--- src/rtl/branch_predictor.sv ---
// Fetch-stage branch predictor: direct-mapped BTB plus saturating-counter PHT,
// bimodal or gshare indexed, trained from the resolved transfer in Memory.
module branch_predictor #(
    parameter int XLEN        = 32,
    parameter int BTB_ENTRIES = 16,
    parameter int PHT_ENTRIES = 64,
    parameter int CNTR_BITS   = 2,
    parameter int MODE        = 0,
    parameter int STAT_W      = 32
) (
    input  logic              clk,
    input  logic              reset,
    input  logic [XLEN-1:0]   pcF,
    output logic              predTakenF,
    output logic [XLEN-1:0]   predTargetF,
    input  logic              updEn,
    input  logic [XLEN-1:0]   updPc,
    input  logic              updTaken,
    input  logic              updUncond,
    input  logic [XLEN-1:0]   updTarget,
    input  logic              updPredTaken,
    input  logic [XLEN-1:0]   updPredTarget,
    input  logic              flush,
    output logic              mispredictM,
    output logic [XLEN-1:0]   redirectM,
    output logic [STAT_W-1:0] branchCount,
    output logic [STAT_W-1:0] mispredCount
);

    localparam int IW = $clog2(BTB_ENTRIES);
    localparam int PW = $clog2(PHT_ENTRIES);
    localparam int TW = XLEN - IW - 2;
    localparam logic [CNTR_BITS-1:0] CNTR_INIT = CNTR_BITS'((2 ** (CNTR_BITS - 1)) - 1);
    localparam logic [CNTR_BITS-1:0] CNTR_MAX  = {CNTR_BITS{1'b1}};
    localparam logic [XLEN-1:0]      PC_STEP   = XLEN'(3'd4);

    logic [BTB_ENTRIES-1:0] btbValid_r;
    logic [BTB_ENTRIES-1:0] btbUncond_r;
    logic [TW-1:0]          btbTag_r    [BTB_ENTRIES];
    logic [XLEN-1:0]        btbTarget_r [BTB_ENTRIES];
    logic [CNTR_BITS-1:0]   pht_r       [PHT_ENTRIES];
    logic [PW-1:0]          ghr_r;

    logic [IW-1:0]        lkIdx_s;
    logic [TW-1:0]        lkTag_s;
    logic [PW-1:0]        lkPhtIdx_s;
    logic [IW-1:0]        upIdx_s;
    logic [TW-1:0]        upTag_s;
    logic [PW-1:0]        upPhtIdx_s;
    logic [PW-1:0]        histMask_s;
    logic [PW-1:0]        ghrNext_s;
    logic [CNTR_BITS-1:0] cntNext_s;
    logic                 lkHit_s;
    logic                 accept_s;
    logic                 unusedBits_s;

    function automatic logic [CNTR_BITS-1:0] satInc(input logic [CNTR_BITS-1:0] c);
        if (c == CNTR_MAX) begin
            satInc = c;
        end else begin
            satInc = c + CNTR_BITS'(1'b1);
        end
    endfunction

    function automatic logic [CNTR_BITS-1:0] satDec(input logic [CNTR_BITS-1:0] c);
        if (c == {CNTR_BITS{1'b0}}) begin
            satDec = c;
        end else begin
            satDec = c - CNTR_BITS'(1'b1);
        end
    endfunction

    // Fetch and Memory PCs share the same word-aligned field layout.
    assign histMask_s   = (MODE == 1) ? ghr_r : {PW{1'b0}};
    assign lkIdx_s      = pcF[IW+1:2];
    assign lkTag_s      = pcF[XLEN-1:IW+2];
    assign lkPhtIdx_s   = pcF[PW+1:2] ^ histMask_s;
    assign upIdx_s      = updPc[IW+1:2];
    assign upTag_s      = updPc[XLEN-1:IW+2];
    assign upPhtIdx_s   = updPc[PW+1:2] ^ histMask_s;
    assign ghrNext_s    = PW'({ghr_r, updTaken});
    assign accept_s     = updEn & ~flush;
    assign unusedBits_s = ^{pcF[1:0], updPc[1:0]};

    // Zero-latency lookup; reads pre-update contents, no bypass from Memory.
    always_comb begin
        lkHit_s    = btbValid_r[lkIdx_s] & (btbTag_r[lkIdx_s] == lkTag_s);
        predTakenF = lkHit_s & (btbUncond_r[lkIdx_s] | pht_r[lkPhtIdx_s][CNTR_BITS-1]);
        if (predTakenF) begin
            predTargetF = btbTarget_r[lkIdx_s];
        end else begin
            predTargetF = pcF + PC_STEP;
        end
    end

    // Resolution check against the prediction carried down from Fetch.
    always_comb begin
        mispredictM = updEn & ((updPredTaken != updTaken) |
                               (updTaken & (updPredTarget != updTarget)));
        if (updTaken) begin
            redirectM = updTarget;
        end else begin
            redirectM = updPc + PC_STEP;
        end
        if (updTaken) begin
            cntNext_s = satInc(pht_r[upPhtIdx_s]);
        end else begin
            cntNext_s = satDec(pht_r[upPhtIdx_s]);
        end
    end

    // BTB valid/kind bits; flush wins over a simultaneous allocation.
    always_ff @(posedge clk or negedge reset) begin
        if (!reset) begin
            btbValid_r  <= {BTB_ENTRIES{1'b0}};
            btbUncond_r <= {BTB_ENTRIES{1'b0}};
        end else if (flush) begin
            btbValid_r <= {BTB_ENTRIES{1'b0}};
        end else if (accept_s && updTaken) begin
            btbValid_r[upIdx_s]  <= 1'b1;
            btbUncond_r[upIdx_s] <= updUncond;
        end
    end

    // BTB payload; stale contents are harmless while the valid bit is clear.
    always_ff @(posedge clk) begin
        if (accept_s && updTaken) begin
            btbTag_r[upIdx_s]    <= upTag_s;
            btbTarget_r[upIdx_s] <= updTarget;
        end
    end

    // Direction state trains on conditional branches only; jumps leave it alone.
    always_ff @(posedge clk or negedge reset) begin
        if (!reset) begin
            for (int i = 0; i < PHT_ENTRIES; i++) begin
                pht_r[i] <= CNTR_INIT;
            end
            ghr_r <= {PW{1'b0}};
        end else if (accept_s && !updUncond) begin
            pht_r[upPhtIdx_s] <= cntNext_s;
            ghr_r             <= ghrNext_s;
        end
    end

    // Wrapping statistics over accepted updates.
    always_ff @(posedge clk or negedge reset) begin
        if (!reset) begin
            branchCount  <= {STAT_W{1'b0}};
            mispredCount <= {STAT_W{1'b0}};
        end else if (accept_s) begin
            branchCount <= branchCount + STAT_W'(1'b1);
            if (mispredictM) begin
                mispredCount <= mispredCount + STAT_W'(1'b1);
            end
        end
    end

endmodule

--- config.mk ---
export PLATFORM = sky130hd
export DESIGN_NAME = branch_predictor
export DESIGN_NICKNAME = d
export VERILOG_FILES = /design/src/rtl/branch_predictor.sv
export SDC_FILE = /design/constraint.sdc
export NUM_CORES = 2
export LEC_CHECK = 0
export CORE_AREA = 10 10 298 300
export DETAILED_ROUTE_END_ITERATION = 6
export DIE_AREA = 0 0 308 310
export DONT_BUFFER_PORTS = 1
export PLACE_DENSITY_LB_ADDON = 0.12
export SETUP_SLACK_MARGIN = 0.05
export SLEW_MARGIN = 20
export SYNTH_ARGS = -nofsm -noshare
export SYNTH_HDL_FRONTEND = slang
export SYNTH_SLANG_ARGS = --single-unit
--- constraint.sdc ---
create_clock -name clk -period 7.56 [get_ports clk]
set_input_delay 1.512 -clock clk [delete_from_list [all_inputs] [get_ports clk]]
set_output_delay 1.512 -clock clk [all_outputs]
set_load 0.01 [all_outputs]
; After elaboration in Yosys (flattened, before gate mapping)
; Memory sizes are Yosys's and may differ from the RTL's.
; Cells that the tools add are included.
[word_totals]
n_memories = 2
mem_bits_rw = 928
wordCells = 131
reg_bits = 224
in_bits = 135
[op_classes]
addsub = 6
order_cmp = 6
n_eq_ne = 4
reduce_logical = 9
n_mux = 25
bitwise_logic = 11
[memory_table]
columns = memory, depth, word_bits, read_ports, rd_clocked_by_memory_dff, wr, line
row1 = btbTarget_r, 16, 32, 1, 0, 1, 40  ; logic [XLEN-1:0] btbTarget_r [BTB_ENTRIES];
row2 = btbTag_r, 16, 26, 1, 0, 1, 39  ; logic [TW-1:0] btbTag_r [BTB_ENTRIES];
[op_table]
columns = cell, count
row1 = $bwmux 128, 1
row2 = $add 32x1->32 const B, 2
row3 = $add 32x3->32 const B, 2
row4 = $mux 32, 2
row5 = $mux 16, 2
row6 = $ne 32x32->1, 1
row7 = $eq 26x26->1, 1
row8 = $bmux 2 s6, 2
row9 = $bwmux 16, 1
row10 = $mux 2, 8
row11 = $or 16x16->16, 1
row12 = $ge 7x7->1 const B, 2
row13 = $not 6->7, 2
row14 = $demux 2 s6, 1
row15 = $lt 4x5->1 const B, 2
row16 = $bmux 1 s4, 2
row17 = $lt 7x1->1 const B, 1
row18 = $and 1x1->1, 5
row19 = $mux 1, 5
row20 = $demux 1 s4, 1
row21 = $ge 4x1->1 const B, 1
row22 = $logic_and 1x1->1, 4
row23 = $reduce_and 2->1, 2
row24 = $add 2x1->2 const B, 1
row25 = 8 further kinds, 9

; Depth between registers and ports, before layout
[depth]
depth_word = 8
mapped_depth = 15
depth_no_buf = 8

; Worst setup path after synthesis
; Ideal clock, no wire load.
[synth_timing]
path_type = input-to-reg
startpoint = in flush
endpoint = reg btbUncond_r[3]
required_time_ns = 7.475
path_buffers = 2
t_arrival_ns = 7.067
path_stages = 7
setup_ns = 0.085
path_slack_ns = 0.408
cell_sequence = clkbuf_1 nor2b_1 clkbuf_1 and2_1 nand2_1 nor3_1 mux2_2
[synth_between]
elab_chain_cells = 4
[synth_lines]
columns = element, line
row1 = "start, declared", 23  ; input logic flush,
row2 = $not 1->1 (no line) *, -
row3 = $and 1x1->1, 82  ; assign accept_s = updEn & ~flush;
row4 = $logic_and 1x1->1, 119  ; end else if (accept_s && updTaken) begin
row5 = $reduce_and 2->1 (no line) *, -
row6 = "end signal, assigned", 116  ; btbUncond_r <= {BTB_ENTRIES{1'b0}};
row7 = "end signal, assigned by index", 121  ; btbUncond_r[upIdx_s] <= updUncond;
row8 = "end, declared", 38  ; logic [BTB_ENTRIES-1:0] btbUncond_r;
; Every way passes the cells marked *; elsewhere a longest branch is shown, timed or not.
; A chain may end at the register's enable or synchronous reset.

; Final worst setup path
[layout_timing]
startpoint = in pcF[2]
endpoint = out predTargetF[3]
[layout_between]
elab_chain_cells = 7
elab_cells_between_ends = 16
classes_between = 1 x add/sub / 1 x eq/ne / 8 x mux / 4 x bitwise / 2 x memory
[layout_lines]
columns = element, line
row1 = "start, declared", 13  ; input logic [XLEN-1:0] pcF,
row2 = $not 6->7 (not written as such), 88  ; predTakenF = lkHit_s & (btbUncond_r[lkIdx_s] | pht_r[lkPhtIdx_s][CNTR_BITS-1]);
row3 = $bmux 2 s6, 88
row4 = $mux 2 (not written as such) (2 in a row), 88
row5 = $or 1x1->1, 88
row6 = $and 1x1->1, 88
row7 = $mux 32 *, 89  ; if (predTakenF) begin
row8 = "end, declared", 15  ; output logic [XLEN-1:0] predTargetF,
; Every way passes the cells marked *; elsewhere a longest branch is shown, timed or not. The select of a mux whose other input is x is not followed.

==> flow_metrics.env <==
export IMPL_status="finished, violations left"
export IMPL_violations="antenna violations"
export IMPL_crit_family="multiplexers"
export IMPL_port_buffers=0
export IMPL_fp_row_count=106
export IMPL_setup_viol=0
export IMPL_grt_pass1_wl_um=198500
export IMPL_cts_resized=0
export IMPL_synth_edff_count=928
export IMPL_cts_max_level=3
export IMPL_grt_pass1_vias=27510
export IMPL_slew_violations=0
export IMPL_synthCells=2781
export IMPL_cp_num_buf_inv=1
export IMPL_ir_drop_mv=0.2071
export IMPL_drv_cap=0
export IMPL_setup_worst_path_class="input port to primary output"
export IMPL_overflow=0
export IMPL_max_freq_ghz=0.1442
export IMPL_antenna_found_initial=11
export IMPL_tritoncts="yes"
export IMPL_synth_avg_cell_area_um2=17.69
export IMPL_fill_cells=5532
export IMPL_post_cts_setup_buffers=0
export IMPL_mostFrequentLayoutCells="edfxtp_1 (928), mux4_2 (221), mux2_2 (197)"
export IMPL_critical_path_cell_chain="mux4_1 -> mux2i_1 -> xor2_1 -> a21oi_1 -> or4_1 -> nor4_1 -> and4b_2 -> buf_4 -> mux2_2"
export IMPL_instances_no_fill=3974
export IMPL_start_util=0.5935
export IMPL_leakage_nw=18.45
export IMPL_fin_tns_setup_ns=0
export IMPL_fin_crit_sh=0.9173
export IMPL_async_flop_share=0.1944
export IMPL_syn2layout_area_growth_pct=9.792
export IMPL_synth_cell_type_count=78
export IMPL_final_common_cell="edfxtp_1"
export IMPL_grtUsageTotal=0.2889
export IMPL_arrival_ns=5.42
export IMPL_drive_gt1_frac=0.2562
export IMPL_yosysWarnings=0
export IMPL_final_nets=2931
export IMPL_dieArea_mm2=0.09548
export IMPL_holdWs_ns=0.4981
export IMPL_coreArea_mm2=0.08289
export IMPL_ios=265
export IMPL_rsz0062_at_grt="false"
export IMPL_startpoint_type="input port"
export IMPL_drtIter0Drc=3736
export IMPL_clkSinkCount=1152
export IMPL_synth_nets=2923
export IMPL_wl_um=138100
export IMPL_via_per_inst=6.927
export IMPL_slew_headroom=0.2620
export IMPL_dp_hpwl_um=84970
export IMPL_dieWidth_um=308
export IMPL_worst_slew_pin_slew_ns=1.099
export IMPL_path_clk_slew_ns=0.06
export IMPL_antenna_left=1
export IMPL_power_density_mw_per_mm2=247.6
export IMPL_drc=0
export IMPL_vias=27530
export IMPL_hold_class="register to register"
export IMPL_wl_per_cell_um=34.76
export IMPL_cts_buffers=114
export IMPL_clock_latency_ns=0.69
export IMPL_cts_max_path_buffers=3
export IMPL_grt_max_degree=265
export IMPL_cts_root_buf="clkbuf_16"
export IMPL_dieHeight_um=310
export IMPL_cp_end_kind="primary output"
export IMPL_cp_required_ns=6.05
export IMPL_cpMaxStageDelayCell="mux4_1"
export IMPL_fin_worst_skew_ns=0.05005
export IMPL_synth_flop_cell="edfxtp_1"
export IMPL_detail_route_first_pass_iterations=6
export IMPL_netlist_area_mm2=0.04920
export IMPL_final_hold_viol_count=0
export IMPL_ys_seq_elements=1152
export IMPL_yosysSeqAreaShare=0.6820
export IMPL_gp_congestion=0.9492
export IMPL_fin_crit_ns=6.935
export IMPL_place_inst=3753
export IMPL_cts_hold_buf=0
export IMPL_cpPeakStageDelay_ns=0.77
export IMPL_final_core_util=0.6516
export IMPL_crit_fanout=264
==> per-layer routing <==
metal / vias to the layer above / share of wire / global-route usage
li1: 11130 / - / -
met1: 14490 / 0.38 / 0.3995
met2: 1649 / 0.47 / 0.4461
met3: 260 / 0.12 / 0.08122
met4: 4 / 0.031 / 0.09101
met5: - / 0.00021 / 0
==> path summary, 6_finish.rpt <==
path / start / to / slack (ns) / cells past startpoint
min in group asynchronous: reset / pht_r[55] / 0.58 / 0
worst max register to register: pht_r[12] / pht_r[101] / 4.08 / 8
worst min register to register: btbValid_r[6] / btbValid_r[6] / 0.50 / 2
worst max-delay path: pcF[2] / predTargetF[3] / 0.62 / 9
max in group asynchronous: reset / mispredCount[3] / 6.48 / 0
worst min-delay path: btbValid_r[6] / btbValid_r[6] / 0.50 / 2
==> logic make-up after synthesis <==
family | after synthesis | share of synthesized area
xor+xnor | 169 | 0.03009
fa+ha+maj | 9 | 0.002187
flops | 1152 | 0.6820
simple gates | 532 | 0.05425
compound gates | 216 | 0.03217
buf+inv | 169 | 0.01882
mux | 534 | 0.1805
==> per-stage QoR <==
step	area [um2]	total power, W	setup slack, ns
global route	54000	0.01372	0.8284
finish	54010	0.01337	0.6249
global placement	50200	0.007765	1.336
detailed placement	50200	0.007781	1.179
floorplan	49200	0.007686	0.4076
CTS	53990	0.01343	1.172
==> cell type report <==
type	count	area [um2]	area share
clock inverter	84	823.3	0.01524
antenna	6	15.01	0.0002780
clock buffer	131	2968	0.05495
timing repair buffer	45	375.4	0.006949
inverter	16	61.31	0.001135
sequential	1152	33550	0.6212
tap	1080	1351	0.02502
multi-input combinational	1460	14870	0.2752
==> synthesized netlist by cell type (6+ instances only) <==
library cell | count | area share
clkbuf_1 | 75 | 0.0057
nand2_1 | 161 | 0.012
nand3_1 | 50 | 0.0051
buf_1 | 16 | 0.0012
mux4_2 | 221 | 0.10
nor2b_1 | 10 | 0.0013
and3_1 | 33 | 0.0042
nor3b_1 | 6 | 0.00092
o21ai_0 | 40 | 0.0041
nor3_1 | 23 | 0.0023
a41oi_1 | 7 | 0.0012
a211oi_1 | 7 | 0.0011
dfstp_2 | 64 | 0.034
xnor2_1 | 95 | 0.017
buf_2 | 28 | 0.0028
a21oi_1 | 10 | 0.0010
inv_1 | 13 | 0.00099
mux4_1 | 32 | 0.017
ha_1 | 7 | 0.0018
buf_6 | 14 | 0.0032
dfrtp_1 | 160 | 0.081
and4_1 | 9 | 0.0016
a22oi_1 | 68 | 0.010
o22ai_1 | 9 | 0.0011
nand4_1 | 38 | 0.0048
mux2i_1 | 83 | 0.017
and2_1 | 22 | 0.0028
nand2b_1 | 8 | 0.0010
a221oi_1 | 13 | 0.0023
xor2_1 | 74 | 0.013
nor2_1 | 112 | 0.0085
nor4_1 | 19 | 0.0024
buf_4 | 12 | 0.0018
edfxtp_1 | 928 | 0.57
a22o_1 | 20 | 0.0036
mux2_2 | 197 | 0.045
==> power by group <==
part,internal [W],switching [W]
clock network,0.00329,0.00242
registers,0.00697,0.0000869
logic,0.000300,0.000305
total,0.0106,0.00281
==> worst register-to-register path, cell delays in order (launching register included) <==
cell	delay, ns
dfstp_2	0.37
a22o_1	0.21
a221oi_1	0.25
a31oi_1	0.22
a2111o_1	0.41
or4_1	0.41
maj3_1	0.71
buf_4	0.42
mux2_2	0.33
==> flip-flops by register name, indices dropped and copies added, names as in the netlist <==
name          cells
btbValid_r       16
mispredCount     32
btbTarget_r     512
branchCount      32
btbTag_r        416
btbUncond_r      16
pht_r           128
No activity file was read; power rests on OpenSTA's default activity.
